**src/rtl/net_output_stage.sv**
```systemverilog
// net_output_stage: turns the final-conv result into registered audio output samples.
// A rising edge on sample_clk opens a compute window; the next rising edge on in_v closes it
// and latches elements 0 and 1 of in_packed, each scaled by 4 and saturated, onto
// sample_out0/sample_out1.
// A second sample_clk rise before the result arrives sets the sticky overrun flag.
//
// Optional feature, macro NET_OUTPUT_DEBUG_EN:
//   defined   - each accept also presents the window latency on sample_out2 and the overrun
//               count on sample_out3 (both 15-bit, saturating).
//   undefined - sample_out2/sample_out3 are tied to 0 and the counters do not exist.
module net_output_stage #(
  parameter int unsigned W = 16,
  parameter int unsigned D = 8
) (
  input  logic             clk,
  input  logic             rst,
  input  logic             sample_clk,
  input  logic [D*W-1:0]   in_packed,
  input  logic             in_v,
  output logic [W-1:0]     sample_out0,
  output logic [W-1:0]     sample_out1,
  output logic [W-1:0]     sample_out2,
  output logic [W-1:0]     sample_out3,
  output logic             busy,
  output logic             overrun
);

  typedef enum logic [0:0] {StIdle, StWait} state_e;

  state_e                state_q;
  logic                  sample_clk_q;
  logic                  in_v_q;
  logic                  sclk_rise;
  logic                  inv_rise;
  logic                  overrun_q;
  logic [W-1:0]          sample_out0_q;
  logic [W-1:0]          sample_out1_q;
  logic signed [W-1:0]   elem0;
  logic signed [W-1:0]   elem1;
  logic [W-1:0]          sat0;
  logic [W-1:0]          sat1;
  logic                  unused_in;

`ifdef NET_OUTPUT_DEBUG_EN
  localparam int unsigned CW = 15;
  localparam logic [CW-1:0] CntMax = {CW{1'b1}};

  logic [CW-1:0] lat_q;
  logic [CW-1:0] lat_inc;
  logic [CW-1:0] ovr_cnt_q;
  logic [CW-1:0] ovr_inc;
  logic [W-1:0]  sample_out2_q;
  logic [W-1:0]  sample_out3_q;
`endif

  // Scale by 4 at W+2 bits (cannot overflow there), then clamp to the W-bit signed range.
  function automatic logic [W-1:0] sat_shift(input logic signed [W-1:0] x);
    logic signed [W+1:0] wide;
    logic signed [W+1:0] max_v;
    logic signed [W+1:0] min_v;
    wide  = {x[W-1], x[W-1], x} << 2;
    max_v = {3'b000, {(W-1){1'b1}}};
    min_v = {3'b111, {(W-1){1'b0}}};
    if (wide > max_v) begin
      return max_v[W-1:0];
    end else if (wide < min_v) begin
      return min_v[W-1:0];
    end
    return wide[W-1:0];
  endfunction

  // Element k sits at bits [(D-k)*W-1 -: W]; only elements 0 and 1 feed the outputs.
  assign elem0     = in_packed[D*W-1 -: W];
  assign elem1     = in_packed[(D-1)*W-1 -: W];
  assign sat0      = sat_shift(elem0);
  assign sat1      = sat_shift(elem1);
  assign unused_in = ^in_packed;

  assign sclk_rise = sample_clk & ~sample_clk_q;
  assign inv_rise  = in_v & ~in_v_q;

`ifdef NET_OUTPUT_DEBUG_EN
  assign lat_inc = (lat_q == CntMax) ? lat_q : lat_q + 1'b1;
  assign ovr_inc = (ovr_cnt_q == CntMax) ? ovr_cnt_q : ovr_cnt_q + 1'b1;
`endif

  // Previous-cycle copies of the strobes for rising-edge detection.
  always_ff @(posedge clk) begin
    if (!rst) begin
      sample_clk_q <= 1'b0;
      in_v_q       <= 1'b0;
    end else begin
      sample_clk_q <= sample_clk;
      in_v_q       <= in_v;
    end
  end

  // Window FSM together with its registered outputs and counters.
  always_ff @(posedge clk) begin
    if (!rst) begin
      state_q       <= StIdle;
      overrun_q     <= 1'b0;
      sample_out0_q <= '0;
      sample_out1_q <= '0;
`ifdef NET_OUTPUT_DEBUG_EN
      lat_q         <= '0;
      ovr_cnt_q     <= '0;
      sample_out2_q <= '0;
      sample_out3_q <= '0;
`endif
    end else begin
      case (state_q)
        StIdle: begin
          // in_v edges seen while idle belong to no window and are dropped.
          if (sclk_rise) begin
            state_q <= StWait;
`ifdef NET_OUTPUT_DEBUG_EN
            lat_q   <= CW'(1);
`endif
          end
        end
        StWait: begin
`ifdef NET_OUTPUT_DEBUG_EN
          lat_q <= lat_inc;
`endif
          if (inv_rise) begin
            sample_out0_q <= sat0;
            sample_out1_q <= sat1;
`ifdef NET_OUTPUT_DEBUG_EN
            // Latency counts the accept cycle itself.
            sample_out2_q <= W'(lat_inc);
            sample_out3_q <= W'(ovr_cnt_q);
`endif
            if (sclk_rise) begin
              // Result and next strobe coincide: the new window starts at once.
`ifdef NET_OUTPUT_DEBUG_EN
              lat_q <= CW'(1);
`endif
            end else begin
              state_q <= StIdle;
            end
          end else if (sclk_rise) begin
            overrun_q <= 1'b1;
`ifdef NET_OUTPUT_DEBUG_EN
            ovr_cnt_q <= ovr_inc;
            lat_q     <= CW'(1);
`endif
          end
        end
        default: state_q <= StIdle;
      endcase
    end
  end

  assign sample_out0 = sample_out0_q;
  assign sample_out1 = sample_out1_q;
`ifdef NET_OUTPUT_DEBUG_EN
  assign sample_out2 = sample_out2_q;
  assign sample_out3 = sample_out3_q;
`else
  assign sample_out2 = '0;
  assign sample_out3 = '0;
`endif
  assign busy        = (state_q == StWait);
  assign overrun     = overrun_q;

endmodule

```
**config.mk**
```make
export PLATFORM = sky130hd
export DESIGN_NAME = net_output_stage
export DESIGN_NICKNAME = d
export VERILOG_FILES = /design/src/rtl/net_output_stage.sv
export SDC_FILE = /design/constraint.sdc
export NUM_CORES = 1
export LEC_CHECK = 0
export ABC_AREA = 1
export CAP_MARGIN = 40
export CELL_PAD_IN_SITES_DETAIL_PLACEMENT = 1
export CELL_PAD_IN_SITES_GLOBAL_PLACEMENT = 1
export CORE_ASPECT_RATIO = 0.6
export CORE_MARGIN = 4
export CORE_UTILIZATION = 18
export DETAILED_ROUTE_END_ITERATION = 10
export GPL_ROUTABILITY_DRIVEN = 0
export PLACE_DENSITY = 0.87
export SYNTH_ARGS = -nofsm -noshare
export SYNTH_HDL_FRONTEND = slang
export SYNTH_SLANG_ARGS = --single-unit
```
**constraint.sdc**
```tcl
create_clock -name clk -period 1.1 [get_ports clk]
set_input_delay 0.275 -clock clk [delete_from_list [all_inputs] [get_ports clk]]
set_output_delay 0.275 -clock clk [all_outputs]
set_load 0.01 [all_outputs]
```
==> results.toml, run 1 <==
[layout]
antenna_cells = 0
multiInputGateArea_um2 = 1027
finalNonFillerCells = 493
n_fill_cell = 1223
regArea_um2 = 694.4
fin_nets = 490
area_delta_synth_final_pct = 54.89
drive_above_1_share_pct = 28.77

[worst_setup_path]
worstRegToRegCells = 7
cp_num_cells = 7
cp.arrival_ns = 1.29
crit_required_ns = 1.27
path_buf_inv = 2
crit_type = "flop to flop"
crit_fanout = 7
crit_end = "sample_out0[10]$_SDFFE_PN0P_"
critPathTopFamily = "simple AND/OR/NAND/NOR gates"
worstSetupStartpointType = "flop"
cp_cell_sequence = "inv_4 -> nand2_4 -> nor2_8 -> buf_12 -> nand2_8 -> nor2_4 -> nor2_2"
cp-end-kind = "flop"
reg2reg_slack_ns = -0.02
critPathSlowestCell = "dfxtp_2"
slowest_delay_ns = 0.33
reg2reg_to = "sample_out0[10]$_SDFFE_PN0P_"
crit_start = "in_v_q$_SDFF_PN0_"
reg2reg_from = "in_v_q$_SDFF_PN0_"

[grt]
grt_antenna_before_repair = 0
grt_first_pass_wirelength_mm = 10.38
grt_pass1_vias = 1950
grt.total_usage_pct = 11.02
overflow = 0
grt_max_degree = 15

[route]
vias = 1809
ant_nets = 0
postRouteWirelength_mm = 6.692
routed_via_density = 3.669
drc_errors = 0
avgRoutedWirePerCell_um = 13.57
dr.pass1.iters = 4
first_iter_violations = 71

[floorplan]
dieArea_um2 = 12350
io_pins = 198
fp.dieW_um = 140.8
coreArea_um2 = 10090
num_rows = 28
start_util_pct = 18.89
dieHeight_um = 87.70

[sta]
hold_violations = 0
drv_slew = 0
worst_slack_ns = -0.01654
setup-violations-final = 5
hold_slack_ns = 0.4563
rsz0062_at_grt = "true"
fin_skew_ns = 0.006421
period_needed_ns = 1.117
fmax_mhz = 895.6
post-route-period-util_pct = 101.5

[yosys]
yosysTopAreaCellShare_pct = 35.72
yosys-top-cells-area = "dfxtp_1 36%, buf_4 14%, nand2_1 13%"
ys.flop_type = "dfxtp_1"
synth_most_common_cell = "nand2_1"
synth_cell_types = 19
synth_area_per_cell_um2 = 6.955
yosysSeqAreaShare_pct = 35.72
synth_edf_count = 0
syn_inst = 274
syn-cell-area_um2 = 1906
yosysWarnings = 0
ys_ff_latch = 34
synthArstFlopShare_pct = 0
synth_common_cells = "64 x nand2_1, 50 x nor2_1, 35 x buf_4, 34 x dfxtp_1, 34 x inv_1"
yosys.area.top_type = "dfxtp_1"

[cts]
clock-sinks = 34
cts-root-buf = "clkbuf_16"
h-tree-depth = 2
clkTransAtPathRegs_ns = 0.06
postCtsHoldBufs = 0
clk_latency_ns = 0.28
cts_buffer_depth = 2
cts_tree = "yes"
cts_inserted_buffers = 5

[power_and_ir_drop]
p_sw_uw = 933.7
ir_drop_mv = 0.6174
p_seq_share_pct = 39.4
swShare_pct = 27.44
intPower_uw = 2469
pwr-share-clk_pct = 39.3
p_leak_uw = 0.001494
p_per_area_nw_per_um2 = 1153
p_comb_share_pct = 21.3

[placement]
dp_hpwl_mm = 4.930
placedCellCount = 479
numPortBuffers = 69

[flow_run]
timing.max_cap.violations = 0

[outcome]
violations = "negative setup slack"
status = "complete, but fails checks"

[worst_hold_path]
min-delay-start = "overrun$_SDFFE_PN0P_"
hp-class = "flop to flop"
[power groups by stage]
| stage | clock [µW] | combinational, µW | sequential, µW |
|---|---|---|---|
| floorplan | 0 | 380 | 1380 |
| global placement | 0 | 676 | 1360 |
| detailed placement | 0 | 691 | 1360 |
| CTS | 1380 | 704 | 1340 |
| global route | 1440 | 801 | 1350 |
| finish | 1340 | 726 | 1340 |
[through the flow]
step                util [%]  worst slack, ns  cell area (µm²)  setup TNS [ns]  power (µW)
detailed placement     26.80          -0.5594             2704          -16.39        2056
CTS                    28.47         -0.04729             2873         -0.3760        3421
global placement       26.80          -0.5660             2704          -16.12        2034
finish                 29.25         -0.01654             2952        -0.03904        3402
floorplan                  -          0.01470             2022               0        1764
global route           29.25         -0.08884             2952          -1.026        3588
[sequential cells by signal, indices dropped and copies added, names as in the netlist]
name / flops
sample_out0: 15
sample_out1: 15
busy: 1
in_v_q: 1
overrun: 1
sample_clk_q: 1
[metal layers]
| layer | vias up | wire length (µm) | part of all wire [%] | track usage [%] |
|---|---|---|---|---|
| li1 | 922 | - | - | - |
| met1 | 830 | 2881 | 43 | 13.31 |
| met2 | 50 | 3245 | 48 | 18.71 |
| met3 | 7 | 464 | 6.9 | 3.601 |
| met4 | 0 | 100 | 1.5 | 3.782 |
| met5 | - | 0 | 0 | 0 |
[layout by cell type, fill, tap and decap left out, types with 6 or more instances in the layout]
cell	instances
a21oi_1	6
conb_1	32
a21boi_1	11
a21boi_0	11
inv_1	33
buf_4	11
buf_2	34
nand2_1	64
dfxtp_2	8
dfxtp_1	25
clkdlybuf4s50_1	28
nor2_4	6
nor2_2	12
nor2_1	36
[cells by family (layout without fill, tap and decap cells)]
group	after synthesis	in the layout	synth area share (%)
and+or+nand+nor	124	126	26.33
buffers and inverters	81	132	25.15
AOI/OAI and AO/OA	34	34	12.61
DFF	34	34	35.72
other	1	32	0.1968
[worst min path at each step]
stage	end	slack, ns	cells past startpoint
2_1_floorplan	in_v_q$_SDFF_PN0_	0.37	2
3_3_place_gp	overrun$_SDFFE_PN0P_	0.44	2
3_5_place_dp	overrun$_SDFFE_PN0P_	0.45	2
4_1_cts	overrun$_SDFFE_PN0P_	0.46	2
5_1_grt	overrun$_SDFFE_PN0P_	0.49	2
6_report	overrun$_SDFFE_PN0P_	0.46	2
[tightest hold or removal path, stage by stage (launching register included)]
cell and delay, ns:
dfxtp_1 0.30, inv_1 0.04, a21oi_1 0.06
[what timing repair did]
action | CTS | global route
gates resized for setup | 173 | 25
buffers inserted | 3 | 1
pin swaps | 4 | 4
endpoints found under the setup margin | 64 | 32
cloned | 4 | 0
[final cells by class]
type | instances | area share, %
clock buffer | 6 | 4.366
clock inverter | 1 | 0.2543
inverter | 35 | 4.536
multi-input combinational | 192 | 34.80
sequential | 34 | 23.53
tap | 135 | 5.723
timing repair buffer | 90 | 26.79
Note: power is estimated with default switching activity, not from simulation.
==> run 2: changes to the inputs <==
--- a/config.mk
+++ b/config.mk
@@ -12,6 +12,7 @@
 export CORE_ASPECT_RATIO = 0.6
 export CORE_MARGIN = 4
 export CORE_UTILIZATION = 18
+export CTS_BUF_LIST = sky130_fd_sc_hd__clkbuf_8
 export DETAILED_ROUTE_END_ITERATION = 10
 export GPL_ROUTABILITY_DRIVEN = 0
 export PLACE_DENSITY = 0.87
==> results.toml, run 2 (same netlist as run 1, synthesis figures left out) <==
[outcome]
status = "complete, but fails checks"
violations = "negative setup slack"

[route]
ant_nets = 0
dr_wl_met3_um = 435
m1WireLength_mm = 2.965
first_iter_violations = 54
drc_errors = 0
met2_length_mm = 3.366
routed.top_layer = "met4"
postRouteWirelength_mm = 6.872
vias = 1844
routed_via_density = 3.733
avgRoutedWirePerCell_um = 13.91
dr.pass1.iters = 4

[floorplan]
io_pins = 198
dieHeight_um = 87.70
start_util_pct = 18.89
coreArea_um2 = 10090
num_rows = 28
dieArea_um2 = 12350
fp.dieW_um = 140.8

[worst_setup_path]
reg2reg_to = "sample_out1[15]$_SDFFE_PN0P_"
reg2reg_from = "in_v_q$_SDFF_PN0_"
crit_type = "flop to flop"
crit_fanout = 3
critPathSlowestCell = "dfxtp_2"
reg2reg_slack_ns = -0.03
cp.arrival_ns = 1.35
cp_cell_sequence = "inv_4 -> nand2_4 -> nor2_8 -> buf_12 -> buf_6 -> nand2_2 -> a21oi_2"
crit_required_ns = 1.33
worstRegToRegCells = 7
worstSetupStartpointType = "flop"
slowest_delay_ns = 0.34
cp-end-kind = "flop"

[grt]
grt_pass1_vias = 1891
grt_first_pass_wirelength_mm = 9.887
grt_max_degree = 15
overflow = 0
grt_antenna_before_repair = 0
grt.total_usage_pct = 10.43

[cts]
clkTransAtPathRegs_ns = 0.07
postCtsHoldBufs = 0
cts-root-buf = "clkbuf_8"
cts_inserted_buffers = 5
cts_tree = "yes"
h-tree-depth = 2
clk_latency_ns = 0.29
clock-sinks = 34
cts_buffer_depth = 2

[sta]
hold_violations = 0
final.setup.tns_ns = -0.2088
drv_slew = 0
post-route-period-util_pct = 102.5
fmax_mhz = 887.1
period_needed_ns = 1.127
worst_slack_ns = -0.02732
rsz0062_at_grt = "true"
fin_skew_ns = 0.007400
setup-violations-final = 17

[layout]
multiInputGateArea_um2 = 1046
fin_util_pct = 29.28
n_fill_cell = 1226
final_cell_mix = "62 x nand2_1, 34 x inv_1, 34 x nor2_1"
post-route-cell-area_um2 = 2954
finalNonFillerCells = 494
layout.cells.most_common = "nand2_1"
area_delta_synth_final_pct = 55.02
regArea_um2 = 708.2
antenna_cells = 0
fin_nets = 491
drive_above_1_share_pct = 32.87

[placement]
numPortBuffers = 69
place_area_um2 = 2704
placedCellCount = 479
dp_hpwl_mm = 4.930

[worst_hold_path]
whs_path_depth = 4
hp-class = "input port to flop"
hold_end = "sample_out0[15]$_SDFFE_PN0P_"
min-delay-start = "in_packed[127]"

[power_and_ir_drop]
p_leak_uw = 0.001482
ir_drop_mv = 0.3859
power.total_uw = 2983
p_per_area_nw_per_um2 = 1010

[flow_run]
timing.max_cap.violations = 0
## run 2: cell count changes in the layout (fill, tap and decap cells not counted), sizes merged
cell and change:
inv +1, clkdlybuf4s50 +1, dlymetal6s2s -1, buf +1, clkbuf -1
## run 2: metal layers
layer	vias to the layer above	GRT usage (%)
li1	921	-
met1	870	12.46
met2	46	17.80
met3	7	3.601
met4	0	3.430
met5	-	0
## run 2: worst max-delay path by stage
stage	slack, ns	from	depth (start not counted)	end
3_3_place_gp	-0.57	in_packed[126]	5	sample_out0[9]$_SDFFE_PN0P_
3_5_place_dp	-0.56	in_packed[126]	5	sample_out0[9]$_SDFFE_PN0P_
5_1_grt	-0.13	in_v_q$_SDFF_PN0_	7	sample_out1[14]$_SDFFE_PN0P_
4_1_cts	-0.001	busy$_SDFF_PN0_	1	busy
6_report	-0.03	in_v_q$_SDFF_PN0_	7	sample_out1[15]$_SDFFE_PN0P_
2_1_floorplan	0.01	busy$_SDFF_PN0_	6	sample_out0[10]$_SDFFE_PN0P_
## run 2: critical path, delay by kind of cell (launching register included)
family	cells	cell delay, ns
flops	1	0.34
simple gates	3	0.27
compound gates	1	0.13
buf+inv	3	0.33
## run 2: report_power, final
part           internal [µW]  switching (µW)
registers               1300            41.6
logic                    353             395
clock network            425             467
total                   2080             903
## run 2: repair_timing
item                       in CTS  in global routing
gates resized for setup       176                 38
cloned                          2                  2
setup endpoints to repair      64                 31
buffers inserted                1                  4
pin swaps                       2                  6
## run 2: through the flow
stage | setup slack, ns | hold slack [ns]
detailed placement | -0.5594 | 0.4548
floorplan | 0.01470 | 0.3685
global placement | -0.5660 | 0.4450
CTS | -0.001187 | 0.4523
finish | -0.02732 | 0.4567
global route | -0.1305 | 0.4690
## run 2: area by class of cell
cell class	count	area share, %
Clock inverter	2	0.3812
Sequential cell	34	23.97
Multi-Input combinational cell	192	35.41
Tap cell	135	5.718
Inverter	35	4.532
Clock buffer	5	2.330
Timing Repair Buffer	91	27.66
==> run 3: changes to the inputs <==
--- a/config.mk
+++ b/config.mk
@@ -19,3 +19,4 @@
 export SYNTH_ARGS = -nofsm -noshare
 export SYNTH_HDL_FRONTEND = slang
 export SYNTH_SLANG_ARGS = --single-unit
+export TNS_END_PERCENT = 10
==> results.toml, run 3 (same netlist as run 1, synthesis figures left out) <==
[floorplan]
dieArea_um2 = 12350
start_util_pct = 18.89
fp.dieW_um = 140.8
coreArea_um2 = 10090
io_pins = 198
num_rows = 28
dieHeight_um = 87.70

[worst_setup_path]
reg2reg_to = "sample_out0[13]$_SDFFE_PN0P_"
critPathTopFamily = "simple AND/OR/NAND/NOR gates"
cp.arrival_ns = 1.33
crit_type = "flop to flop"
cp_cell_sequence = "inv_4 -> nand2_4 -> nor2_8 -> buf_12 -> nand2_8 -> nor2_4 -> nor2_2"
critPathSlowestCell = "dfxtp_2"
crit_required_ns = 1.28
worstRegToRegCells = 7
reg2reg_from = "in_v_q$_SDFF_PN0_"
worstSetupStartpointType = "flop"
slowest_delay_ns = 0.33
cp-end-kind = "flop"
path_buf_inv = 2
cp_num_cells = 7
crit_fanout = 7
crit_start = "in_v_q$_SDFF_PN0_"
crit_end = "sample_out0[13]$_SDFFE_PN0P_"
reg2reg_slack_ns = -0.04

[cts]
cts_inserted_buffers = 5
clk_latency_ns = 0.29
postCtsHoldBufs = 0
clock-sinks = 34
clkTransAtPathRegs_ns = 0.08
cts-root-buf = "clkbuf_8"
cts_buffer_depth = 2
h-tree-depth = 2
cts_tree = "yes"

[sta]
post-route-period-util_pct = 103.8
setup-violations-final = 7
fmax_mhz = 876.1
fin_skew_ns = 0.008817
final.setup.tns_ns = -0.1140
rsz0062_at_grt = "true"
worst_slack_ns = -0.04144
period_needed_ns = 1.141
drv_slew = 0
hold_violations = 0

[route]
drc_errors = 0
routed_via_density = 3.700
dr.pass1.iters = 4
first_iter_violations = 28
ant_nets = 0
postRouteWirelength_mm = 6.776
avgRoutedWirePerCell_um = 13.66
vias = 1835

[grt]
grt_pass1_vias = 1903
grt_antenna_before_repair = 0
use_met2_pct = 17.93
busiest_layer = "met2"
grt_max_degree = 15
overflow = 0
grt_first_pass_wirelength_mm = 9.853
grt.total_usage_pct = 10.39
grt.met3_usage_pct = 3.601
use_met1_pct = 12.26

[power_and_ir_drop]
p_leak_uw = 0.001534
power.total_uw = 3006
p_per_area_nw_per_um2 = 1004
ir_drop_mv = 0.3900

[worst_hold_path]
hp-class = "flop to flop"

[layout]
layout.cells.most_common = "nand2_1"
antenna_cells = 0
final_cell_mix = "60 x nand2_1, 38 x nor2_1, 34 x inv_1"
regArea_um2 = 709.4
multiInputGateArea_um2 = 1051
area_delta_synth_final_pct = 57.12
n_fill_cell = 1228
fin_nets = 493
drive_above_1_share_pct = 32.69

[outcome]
status = "complete, but fails checks"
violations = "negative setup slack"

[placement]
numPortBuffers = 69
dp_hpwl_mm = 4.930

[flow_run]
timing.max_cap.violations = 0
## run 3: worst min-delay path by stage
stage | from | to | slack (ns) | depth (start not counted)
after floorplan | in_v | in_v_q$_SDFF_PN0_ | 0.37 | 2
after global routing | in_packed[111] | sample_out1[15]$_SDFFE_PN0P_ | 0.48 | 4
after global placement | overrun$_SDFFE_PN0P_ | overrun$_SDFFE_PN0P_ | 0.44 | 2
after detailed placement | overrun$_SDFFE_PN0P_ | overrun$_SDFFE_PN0P_ | 0.45 | 2
final | overrun$_SDFFE_PN0P_ | overrun$_SDFFE_PN0P_ | 0.46 | 2
after CTS | in_v | in_v_q$_SDFF_PN0_ | 0.45 | 4
## run 3: final cells by class
cell class / instances / area share (%)
Sequential cell: 34 / 23.69
Clock buffer: 5 / 2.298
Inverter: 35 / 4.471
Timing Repair Buffer: 93 / 28.42
Multi-Input combinational cell: 192 / 35.10
Clock inverter: 2 / 0.3761
Tap cell: 135 / 5.641
## run 3: worst reg2reg max path, stage by stage, from the launching register on
cell     delay, ns
dfxtp_2       0.33
inv_4         0.07
nand2_4       0.06
nor2_8        0.14
buf_12        0.14
nand2_8       0.11
nor2_4        0.15
nor2_2        0.04
## run 3: where the power goes
group | leakage [µW] | total, µW | internal (µW) | switching [µW]
logic | 0.00121 | 759 | 363 | 395
clock network | 0.0000414 | 906 | 425 | 480
registers | 0.000286 | 1340 | 1300 | 41.9
total | 0.00153 | 3010 | 2090 | 917
## run 3: layer usage
layer | share of wire [%] | wire [µm]
met5 | 0 | 0
met2 | 48 | 3273
met3 | 6.4 | 432
met1 | 44 | 2987
met4 | 1.2 | 83
## run 3: repair_timing
| item | 4_1_cts | 5_1_grt |
|---|---|---|
| resized for setup | 175 | 49 |
| buffers inserted | 1 | 5 |
| pin swaps | 0 | 11 |
| gates cloned | 2 | 2 |
| setup endpoints to repair | 64 | 33 |
## run 3: stage by stage
step / worst slack (ns) / hold WS, ns / util, % / cell area [µm²] / std cells
after floorplan: 0.01470 / 0.3685 / - / 2022 / 305
after global placement: -0.5660 / 0.4450 / 26.80 / 2704 / 479
after detailed placement: -0.5594 / 0.4548 / 26.80 / 2704 / 479
after CTS: -0.04614 / 0.4515 / 27.38 / 2763 / 489
after global routing: -0.1012 / 0.4804 / 29.68 / 2994 / 496
final: -0.04144 / 0.4587 / 29.68 / 2994 / 496
